===== src/rtl/dataram_pkg.sv =====
// Shared encodings for the data RAM access controller: request opcodes, FSM states
// and the base of the bit-addressable byte region.
package dataram_pkg;

  typedef enum logic [2:0] {
    OP_RD_BYTE  = 3'b000,
    OP_WR_BYTE  = 3'b001,
    OP_INC_BYTE = 3'b010,
    OP_DEC_BYTE = 3'b011,
    OP_RD_BIT   = 3'b100,
    OP_WR_BIT   = 3'b101,
    OP_CPL_BIT  = 3'b110,
    OP_RSVD     = 3'b111
  } op_e;

  typedef enum logic [2:0] {
    ST_IDLE = 3'd0,
    ST_RD   = 3'd1,
    ST_MOD  = 3'd2,
    ST_WR   = 3'd3,
    ST_DONE = 3'd4
  } state_e;

  localparam logic [7:0] BIT_BASE   = 8'h20;
  localparam int         RD_LAT_MAX = 3;

  // Bit-space opcodes all carry op[2]; the reserved code is screened out separately.
  function automatic logic is_bit_op(input logic [2:0] op);
    return op[2];
  endfunction

endpackage


===== src/rtl/dataram_access_ctrl_bit_addr_decode.sv =====
// Maps a 7-bit 8051 bit address onto its byte in the 0x20-0x2F region and a one-hot lane.
module bit_addr_decode
  import dataram_pkg::*;
(
  input  logic [6:0] bit_addr,
  output logic [7:0] addr,
  output logic [7:0] position
);

  assign addr     = BIT_BASE + {4'b0000, bit_addr[6:3]};
  assign position = 8'h01 << bit_addr[2:0];

endmodule


===== src/rtl/dataram_access_ctrl.sv =====
// Single-outstanding-request initiator for the byte/bit data RAM port, including
// read-modify-write sequencing for INC/DEC byte and CPL bit.
module dataram_access_ctrl
  import dataram_pkg::*;
#(
  parameter int RD_LAT = 1
) (
  input  logic       clk,
  input  logic       reset,
  input  logic       req,
  input  logic [2:0] op,
  input  logic [7:0] baddr,
  input  logic [7:0] wdata,
  input  logic       wbit,
  output logic       busy,
  output logic       ack,
  output logic       err,
  output logic [7:0] rdata,
  output logic       rbit,
  output logic       CS,
  output logic       RW,
  output logic       Bb,
  output logic [7:0] addr,
  output logic [7:0] position,
  output logic [7:0] din,
  output logic       bin,
  input  logic [7:0] dout,
  input  logic       bout
);

  state_e      state;
  op_e         op_q;
  logic [1:0]  cnt;
  logic [7:0]  rd_byte;
  logic        rd_bit;
  logic [7:0]  dec_addr;
  logic [7:0]  dec_pos;

  bit_addr_decode u_dec (
    .bit_addr (baddr[6:0]),
    .addr     (dec_addr),
    .position (dec_pos)
  );

  function automatic logic [7:0] rmw_byte(input op_e o, input logic [7:0] v);
    return (o == OP_INC_BYTE) ? v + 8'd1 : v - 8'd1;
  endfunction

  always_ff @(posedge clk or posedge reset) begin
    if (reset) begin
      state    <= ST_IDLE;
      op_q     <= OP_RD_BYTE;
      cnt      <= '0;
      rd_byte  <= '0;
      rd_bit   <= 1'b0;
      busy     <= 1'b0;
      ack      <= 1'b0;
      err      <= 1'b0;
      rdata    <= '0;
      rbit     <= 1'b0;
      CS       <= 1'b1;
      RW       <= 1'b1;
      Bb       <= 1'b1;
      addr     <= '0;
      position <= '0;
      din      <= '0;
      bin      <= 1'b0;
    end else begin
      case (state)
        ST_IDLE: begin
          if (req) begin
            op_q <= op_e'(op);
            busy <= 1'b1;
            if (op == OP_RSVD || (is_bit_op(op) && baddr[7])) begin
              state <= ST_DONE;
              ack   <= 1'b1;
              err   <= 1'b1;
            end else begin
              Bb       <= ~is_bit_op(op);
              addr     <= is_bit_op(op) ? dec_addr : baddr;
              position <= is_bit_op(op) ? dec_pos : 8'h00;
              CS       <= 1'b0;
              if (op == OP_WR_BYTE || op == OP_WR_BIT) begin
                state <= ST_WR;
                RW    <= 1'b0;
                din   <= (op == OP_WR_BYTE) ? wdata : 8'h00;
                bin   <= (op == OP_WR_BIT) ? wbit : 1'b0;
              end else begin
                state <= ST_RD;
                RW    <= 1'b1;
                cnt   <= 2'(RD_LAT - 1);
              end
            end
          end
        end
        ST_RD: begin
          if (cnt != 2'd0) begin
            cnt <= cnt - 2'd1;
          end else begin
            CS      <= 1'b1;
            rd_byte <= dout;
            rd_bit  <= bout;
            if (op_q == OP_RD_BYTE) begin
              rdata <= dout;
              state <= ST_DONE;
              ack   <= 1'b1;
            end else if (op_q == OP_RD_BIT) begin
              rbit  <= bout;
              state <= ST_DONE;
              ack   <= 1'b1;
            end else begin
              state <= ST_MOD;
            end
          end
        end
        ST_MOD: begin
          din   <= is_bit_op(op_q) ? 8'h00 : rmw_byte(op_q, rd_byte);
          bin   <= is_bit_op(op_q) ? ~rd_bit : 1'b0;
          CS    <= 1'b0;
          RW    <= 1'b0;
          state <= ST_WR;
        end
        ST_WR: begin
          CS    <= 1'b1;
          RW    <= 1'b1;
          state <= ST_DONE;
          ack   <= 1'b1;
          if (op_q == OP_INC_BYTE || op_q == OP_DEC_BYTE) rdata <= din;
          if (op_q == OP_CPL_BIT) rbit <= bin;
        end
        ST_DONE: begin
          // Return every RAM-side output to its idle value before accepting again.
          state    <= ST_IDLE;
          busy     <= 1'b0;
          ack      <= 1'b0;
          err      <= 1'b0;
          Bb       <= 1'b1;
          addr     <= '0;
          position <= '0;
          din      <= '0;
          bin      <= 1'b0;
        end
        default: state <= ST_IDLE;
      endcase
    end
  end

endmodule


===== config.mk =====
export PLATFORM = sky130hd
export DESIGN_NAME = dataram_access_ctrl
export DESIGN_NICKNAME = d
export VERILOG_FILES = /design/src/rtl/dataram_pkg.sv /design/src/rtl/dataram_access_ctrl_bit_addr_decode.sv /design/src/rtl/dataram_access_ctrl.sv
export SDC_FILE = /design/constraint.sdc
export NUM_CORES = 1
export LEC_CHECK = 0
export ABC_CLOCK_PERIOD_IN_PS = 3000
export CAP_MARGIN = 20
export CORE_MARGIN = 2
export CORE_UTILIZATION = 32
export CTS_BUF_LIST = sky130_fd_sc_hd__clkbuf_16
export DETAILED_ROUTE_END_ITERATION = 6
export PLACE_DENSITY_LB_ADDON = 0.2
export SYNTH_ARGS = -nofsm -noshare
export SYNTH_HDL_FRONTEND = slang
export SYNTH_SLANG_ARGS = --single-unit

===== constraint.sdc =====
create_clock -name clk -period 3 [get_ports clk]
set_input_delay 0.75 -clock clk [delete_from_list [all_inputs] [get_ports clk]]
set_output_delay 0.75 -clock clk [all_outputs]
set_load 0.02 [all_outputs]

* Word level (Yosys, flattened, before mapping)
Index checks and enable logic that the tools add are counted.
** Word-level totals
- Flip-flop bits (word level) :: 57
- Latch bits :: 0
- Bits in writable memories :: 0
- Memory bits (read-only) :: 0
- Output and inout port bits :: 40
- Memories kept :: 0
** Operators by class
- Add/sub/neg operators :: 4
- Multipliers :: 0
- Divide/modulo/power cells :: 0
- $lt $le $gt $ge :: 0
- Eq/ne operators :: 24
- Shift operators :: 1
- Muxes and demuxes :: 62
- Bitwise logic cells :: 3
- Reductions and logical operators :: 27
** Operator list (number)
- 8-bit 2-to-1 mux :: 15
- 8-bit case mux with 2 select lines :: 3
- 2-bit inequality test, second input constant :: 12
- 8-bit case mux with 3 select lines :: 1
- 1-bit 2-to-1 mux :: 23
- 3-bit equality test, second input constant :: 5
- 3-bit 2-to-1 mux :: 5
- 5-bit AND reduction :: 3
- 3-bit by 2-bit equality test with 1-bit output, second input constant :: 4
- 3-bit case mux with 4 select lines :: 1
- 4-bit AND reduction :: 3
- 2-bit 2-to-1 mux :: 5
- 3-bit AND reduction :: 3
- 8-bit by 1-bit adder with 8-bit output, second input constant :: 1
- 1-bit case mux with 2 select lines :: 4
- 1-bit case mux with 4 select lines :: 2
- 2-bit AND reduction :: 4
- 2-bit nonzero test :: 4
- 4-bit nonzero test :: 2
- 1-bit by 3-bit << shifter with 8-bit output, first input constant :: 1
- 8-bit by 1-bit subtractor with 8-bit output, second input constant :: 1
- 6-bit by 4-bit adder with 7-bit output, first input constant :: 1
- 3-bit by 1-bit equality test with 1-bit output, second input constant :: 2
- 3-bit logical NOT :: 2
- other kinds (8) :: 14

* Logic depth before layout (Yosys ltp)
Gate-level depths: netlist of the first run.
- Depth after elaboration :: 6
- Gate-level depth with buffers :: 8
- Depth with buffers taken out :: 8

* By module
A second synthesis of the first run with hierarchy kept.
** Second synthesis, totals
- Cell total of the unflattened synthesis :: 299
- Area, all modules :: 3159.3 um^2
** Modules (own cells, without submodules)
- dataram_access_ctrl :: instances 1, cells each 281, area each 3026.7 um^2, seq. area each 1430.1 um^2
- bit_addr_decode :: instances 1, cells each 18, area each 132.6 um^2, seq. area each 0.0 um^2

* Worst setup path before layout of the first run
OpenSTA, ideal clock, no wires.
- Path type :: register to register
- From :: register op_q[2]
- To :: register din[7]
- Setup time :: 124 ps
- Arrival time :: 2134 ps
- Data required time :: 2876 ps
- Slack :: 742 ps
- Cell stages (with the launch flop) :: 9
- Buffers on the path :: 0
- Cell sequence :: dfrtp_1 > nor3b_4 > inv_1 > ha_1 > a21oi_1 > a211oi_1 > or3_1 > a32oi_1 > a21oi_1
** On the way
- Cells in the longest elaborated chain, start to end :: 4
** Ends and longest elaborated chain
- start, declared :: line dataram_access_ctrl.sv:32 : op_e op_q;
- start signal, assigned :: line dataram_access_ctrl.sv:72 : op_q <= op_e'(op);
- 3-bit by 2-bit equality test with 1-bit output :: line dataram_access_ctrl.sv:46 : return (o == OP_INC_BYTE) ? v + 8'd1 : v - 8'd1;
- 8-bit 2-to-1 mux :: line dataram_access_ctrl.sv:46
- 8-bit 2-to-1 mux * :: line dataram_access_ctrl.sv:117 : din <= is_bit_op(op_q) ? 8'h00 : rmw_byte(op_q, rd_byte);
- 8-bit case mux with 3 select lines * :: line dataram_access_ctrl.sv:69 : case (state)
- end signal, assigned :: line dataram_access_ctrl.sv:86 : din <= (op == OP_WR_BYTE) ? wdata : 8'h00;
- end signal, assigned :: line dataram_access_ctrl.sv:117
- end, declared :: line dataram_access_ctrl.sv:25 : output logic [7:0] din,
Mark *: on every way between the ends. The rest lies on a longest branch, timed or not.
A chain may end at the register's enable or synchronous reset.

* Final worst setup path of the first run
Ends and elaborated chain as after synthesis.

==> results of run 1 <==
==> kinds of logic after synthesis <==
kind of cell / Yosys count / synth area share
buffers and inverters: 20 / 0.0309
muxes: 31 / 0.113
DFF: 57 / 0.471
xor gates and xnor gates: 3 / 0.00866
and+or+nand+nor: 91 / 0.163
adders and majority gates: 10 / 0.0437
AOI/OAI and AO/OA: 78 / 0.170
==> metal layers <==
metal  up-vias  routed length [µm]
met3         6                 274
met4         0                  82
met2        45                3360
met1      1182                3650
li1       1199                   -
met5         -                   0
==> cell usage in the layout (no fill, tap or decap), drive strengths merged, types with 6 or more instances in the layout <==
cell type / n
ha: 9
clkdlybuf4s50: 71
a21o: 6
clkbuf: 9
dfrtp: 54
o21ai: 19
nor2: 25
o31ai: 6
a21oi: 23
nor3b: 6
nand2: 33
inv: 9
mux2: 26
nand2b: 6
==> area by class of cell <==
cell class / instances / area (µm²)
fill: 879 / 5050
clock buffer: 9 / 225
multi-input combinational: 213 / 1520
tap: 129 / 161
sequential: 57 / 1430
clock inverter: 7 / 62.6
inverter: 8 / 30.0
timing repair buffer: 76 / 761
==> per-stage QoR <==
stage / instance area [µm²] / power (W) / hold slack (ps)
2_1_floorplan: 3040 / 0.00299 / 440
3_3_place_gp: 3900 / 0.00380 / 451
3_5_place_dp: 3900 / 0.00383 / 458
4_1_cts: 4190 / 0.00484 / 464
5_1_grt: 4190 / 0.00518 / 487
6_report: 4190 / 0.00479 / 463
==> registers in the layout, indices dropped and copies added, names as in the netlist, 2 cells and up <==
register,flops
cnt,2
rd_byte,8
din,8
addr,8
position,8
rdata,8
state,3
op_q,3
==> synth_stat cells, drive strengths merged (4+ instances only) <==
master	n
o21ai	19
buf	6
nor3	4
nand2b	6
nor3b	6
mux2i	5
clkbuf	6
a21oi	23
mux2	26
nor2	25
dfrtp	54
a21o	6
inv	8
o41ai	4
nand2	33
o31ai	6
ha	9
==> worst max-delay path, stage by stage, from the launching register on <==
cell and delay (ps):
dfrtp_1 500, nor3b_4 300, inv_1 210, ha_1 370
a21oi_1 230, a211oi_1 130, or3_1 370, a32oi_1 190
a21oi_1 80
==> power by group through the flow <==
stage	clock network [W]	logic, W	registers (W)
floorplan	0	0.00134	0.00165
global placement	0	0.00234	0.00146
detailed placement	0	0.00237	0.00146
CTS	0.00100	0.00238	0.00146
global route	0.00104	0.00263	0.00151
finish	0.000983	0.00235	0.00145
==> how the worst min path moves through the flow <==
stage	startpoint	end	slack [ps]	cells past startpoint
2_1_floorplan	cnt[0]	cnt[0]	440	1
3_3_place_gp	cnt[0]	cnt[0]	450	1
3_5_place_dp	cnt[0]	cnt[0]	460	1
4_1_cts	cnt[0]	cnt[0]	460	1
5_1_grt	busy	busy	490	1
6_report	cnt[0]	cnt[0]	460	1
==> flow_summary.toml, run 1 <==
[status]
status = "complete, no violations"

[sta]
slew-limit-headroom = 0.581
period_needed_ps = 2500
setup-tns-final_ps = 0
fin_skew_ps = 7.88
fmax_mhz = 401
rsz0062_at_grt = "no"
setup_viol = 0
hold_viol_final = 0
final_max_slew_viol_count = 0
worst-slew-pin-transition_ps = 624
min_period_over_period = 0.832
worst_slack_ps = 504

[grt]
grt_overflow_total = 0
use_met2 = 0.233
antenna_found_initial = 0
grt_pass1_wl_um = 12100
grt_max_degree = 33
use_met1 = 0.210
busiest_layer = "met2"
track_usage = 0.153
grt_pass1_vias = 2373
grt_use_met3 = 0.0483

[placement]
dp_hpwl_um = 5320
globalplace.congestion = 0.817
portBuffers = 71
dp_slack_ps = 461
dpl.cell_count = 483

[clock_tree]
cts_made_buffers = 9
path_clk_slew_ps = 50
cts_sinks = 57
cts_root_buffer = "clkbuf_16"
clk-insertion-delay-late_ps = 320
holdBufCountCts = 0
cts_tree = "built"
cts_resized = 0
cts-htree-levels = 3
cts_setup_buffers = 0
clockBufferDepth = 2

[drt]
drc = 0
wl_um = 7370
drtIter0Drc = 52
dr.pass1.iters = 4
vias = 2432
ant_nets = 0
via_per_inst = 4.87
wire_per_inst_um = 14.8

[synthesis]
synth-async-reset-ratio = 1.00
yosysTopAreaCell = "dfrtp_1"
netlist_instances = 290
synth_top_flop_cell = "dfrtp_1"
synth_nets = 332
ys_top_cells_by_area = "dfrtp_1, mux2_2, nand2_1, a21oi_1, ha_1"
synth.distinct_cells = 48
synth_top_area_frac = 0.445
synth-edff-count = 0
synth-seq-cells = 57
yosysWarnings = 0
ys_seq_area_frac = 0.471
syn_area_um2 = 3040
avgSynthCellArea_um2 = 10.5

[cells_and_area]
layout.cells.non_filler = 499
nets = 407
drive_gt1_frac = 0.157
area.growth.synth_to_final_pct = 37.9
final_util = 0.453
antennaDiodeCount = 0

[die]
die_x_um = 101
core_um2 = 9240
dieArea_um2 = 10300
rows = 35
start_util = 0.329
pin_count = 72
die_h_um = 101

[pwr]
p_per_area_nw_per_um2 = 1140
power_leakage_nw = 1.72
power_frac_clock = 0.205
p_int_w = 0.00292
p_seq_frac = 0.303
power.switching_w = 0.00187
power.share.combinational = 0.492
switching_share = 0.391
ir_drop_mv = 0.380

[critical_path]
critPathArrivalTime_ps = 2690
startpoint_type = "flop"
rr_worst_depth = 8
cp-end-kind = "flop"
r2r_start = "op_q[2]"
reg2reg_to = "din[7]"
startpoint = "op_q[2]"
reg2reg_slack_ps = 500
worstSetupPathType = "flop to flop"
endpoint = "din[7]"
worst-path-max-fanout = 8
required_ps = 3200

[min_path]
hold_path.class = "flop to flop"

[flow_run]
max_cap_violations = 0
Power figures use the tool's default switching activity.
==> run 2: changes to the inputs <==
--- a/config.mk
+++ b/config.mk
@@ -5,7 +5,7 @@
 export SDC_FILE = /design/constraint.sdc
 export NUM_CORES = 1
 export LEC_CHECK = 0
-export ABC_CLOCK_PERIOD_IN_PS = 3000
+export ABC_CLOCK_PERIOD_IN_PS = 2000
 export CAP_MARGIN = 20
 export CORE_MARGIN = 2
 export CORE_UTILIZATION = 32
==> constraint.sdc (replaced) <==
create_clock -name clk -period 2 [get_ports clk]
set_input_delay 0.5 -clock clk [delete_from_list [all_inputs] [get_ports clk]]
set_output_delay 0.5 -clock clk [all_outputs]
set_load 0.02 [all_outputs]
==> run 2 against run 1 <==
The flow now finishes with violations (negative setup slack). Worst setup slack got worse by 560 ps. Die area stayed put. Sequential power up 46%. Total power up 71%. First-iteration DRC count grew 100%. Flip-flop and latch count did not move. Fmax is 22% higher. Clock skew increased by 2.8 ps. Sequential share of layout area is 3.1 points lower.
==> flow_summary.toml, run 2 (synthesized netlist as in run 1, its figures left out) <==
[clock_tree]
clockBufferDepth = 2
cts-htree-levels = 3
cts_sinks = 57
cts_tree = "built"
clk-insertion-delay-late_ps = 330
path_clk_slew_ps = 50
cts_root_buffer = "clkbuf_16"
cts_made_buffers = 9

[cells_and_area]
area.growth.synth_to_final_pct = 51.9
antennaDiodeCount = 0
nets = 444
fill_cells = 838
drive_gt1_frac = 0.265
layout_common_cells = "clkdlybuf4s50_1, dfrtp_1, buf_4"
final_util = 0.499
final_common_cell = "clkdlybuf4s50_1"

[min_path]
hold_path.class = "flop to flop"
hp-start = "addr[2]"

[die]
start_util = 0.329
pin_count = 72
rows = 35
core_um2 = 9240
dieArea_um2 = 10300
die_x_um = 101
die_h_um = 101

[critical_path]
startpoint = "op_q[2]"
worst-path-max-fanout = 8
critPathArrivalTime_ps = 2260
slowest_delay_ps = 420
critPathSlowestCell = "dfrtp_2"
required_ps = 2200
crit_family = "simple AND/OR/NAND/NOR gates"
crit_chain = "nor3b_4, inv_4, ha_4, a21oi_2, o21ai_1, or3_1, a32oi_1, a21oi_1"
r2r_start = "op_q[2]"
cp-end-kind = "flop"
startpoint_type = "flop"
cp.buffers_inverters = 1
reg2reg_slack_ps = -50
worstSetupPathType = "flop to flop"

[sta]
slew-limit-headroom = 0.731
hold_slack_ps = 470
fin_skew_ps = 10.6
period_needed_ps = 2050
setup_viol = 2
worst_slack_ps = -53.2
worst-slew-pin-transition_ps = 397
final_max_slew_viol_count = 0
rsz0062_at_grt = "yes"
min_period_over_period = 1.03
fmax_mhz = 487
hold_viol_final = 0

[placement]
dp_hpwl_um = 5800
portBuffers = 71
dp_slack_ps = -213
globalplace.congestion = 0.830

[flow_run]
max_cap_violations = 0

[drt]
dr.pass1.iters = 4
wire_per_inst_um = 14.8
wl_um = 7930
ant_nets = 0
via_per_inst = 4.87
drc = 0
vias = 2611
drtIter0Drc = 106

[pwr]
ir_drop_mv = 0.747
p_per_area_nw_per_um2 = 1770
power_leakage_nw = 1.94
power_w = 0.00817

[grt]
antenna_found_initial = 0
grt_max_degree = 58
grt_pass1_wl_um = 12800
grt_pass1_vias = 2532
track_usage = 0.162
grt_overflow_total = 0

[status]
failed_checks = "negative setup slack"
status = "complete, but fails checks"
run 2: cell count changes in the layout (fill, tap and decap cells not counted), sizes merged:
cell	delta
clkinv	-2
inv	+3
buf	+37
clkinvlp	-2
bufinv	+1
run 2: power by group:
group          internal (W)  switching (W)  leakage [nW]  total, W
logic               0.00232        0.00217          1.08   0.00449
registers           0.00172       0.000389         0.695   0.00211
clock network       0.00107       0.000510         0.164   0.00158
run 2: repair_timing:
| item | CTS | global route |
|---|---|---|
| gates resized for setup | 4 | 1 |
| pin swaps | 2 | 1 |
| hold buffers | 0 | 0 |
| endpoints found under the setup margin | 3 | 5 |
| hold endpoints to repair | 0 | 0 |
| buffers inserted | 0 | 0 |
run 2: final timing paths:
kind                       depth (start not counted)        to
setup / recovery                                   8    din[7]
hold / removal                                     2   addr[2]
setup reg to reg                                   8    din[7]
hold reg to reg                                    2   addr[2]
max in group asynchronous                          3        CS
min in group asynchronous                          3  rdata[5]
run 2: final cells by class:
class	count	area, µm²	share of cell area
Sequential cell	57	1430	0.310
Clock buffer	9	225	0.0488
Clock inverter	7	80.1	0.0174
Tap cell	129	161	0.0350
Multi-Input combinational cell	213	1630	0.353
Timing Repair Buffer	113	1050	0.228
Inverter	8	32.5	0.00706
run 2: worst register-to-register path, stage by stage, from the launching register on:
cell     delay [ps]
dfrtp_2         420
nor3b_4         250
inv_4           130
ha_4            270
a21oi_2         150
o21ai_1          90
or3_1           350
a32oi_1         200
a21oi_1          80
run 2: stage by stage:
stage               cells  cell area [µm²]  TNS (ps)
finish                536             4610      -102
global route          536             4610      -405
detailed placement    520             4300     -1820
floorplan             290             3140      -139
CTS                   536             4610      -126
global placement      520             4300     -1280
run 2: per-layer routing:
metal  vias to the layer above  GRT usage  routed length (µm)
met2                        54      0.256                3760
li1                       1271          -                   -
met5                         -          0                   0
met4                         0     0.0655                 129
met1                      1276      0.213                3760
met3                        10     0.0380                 282
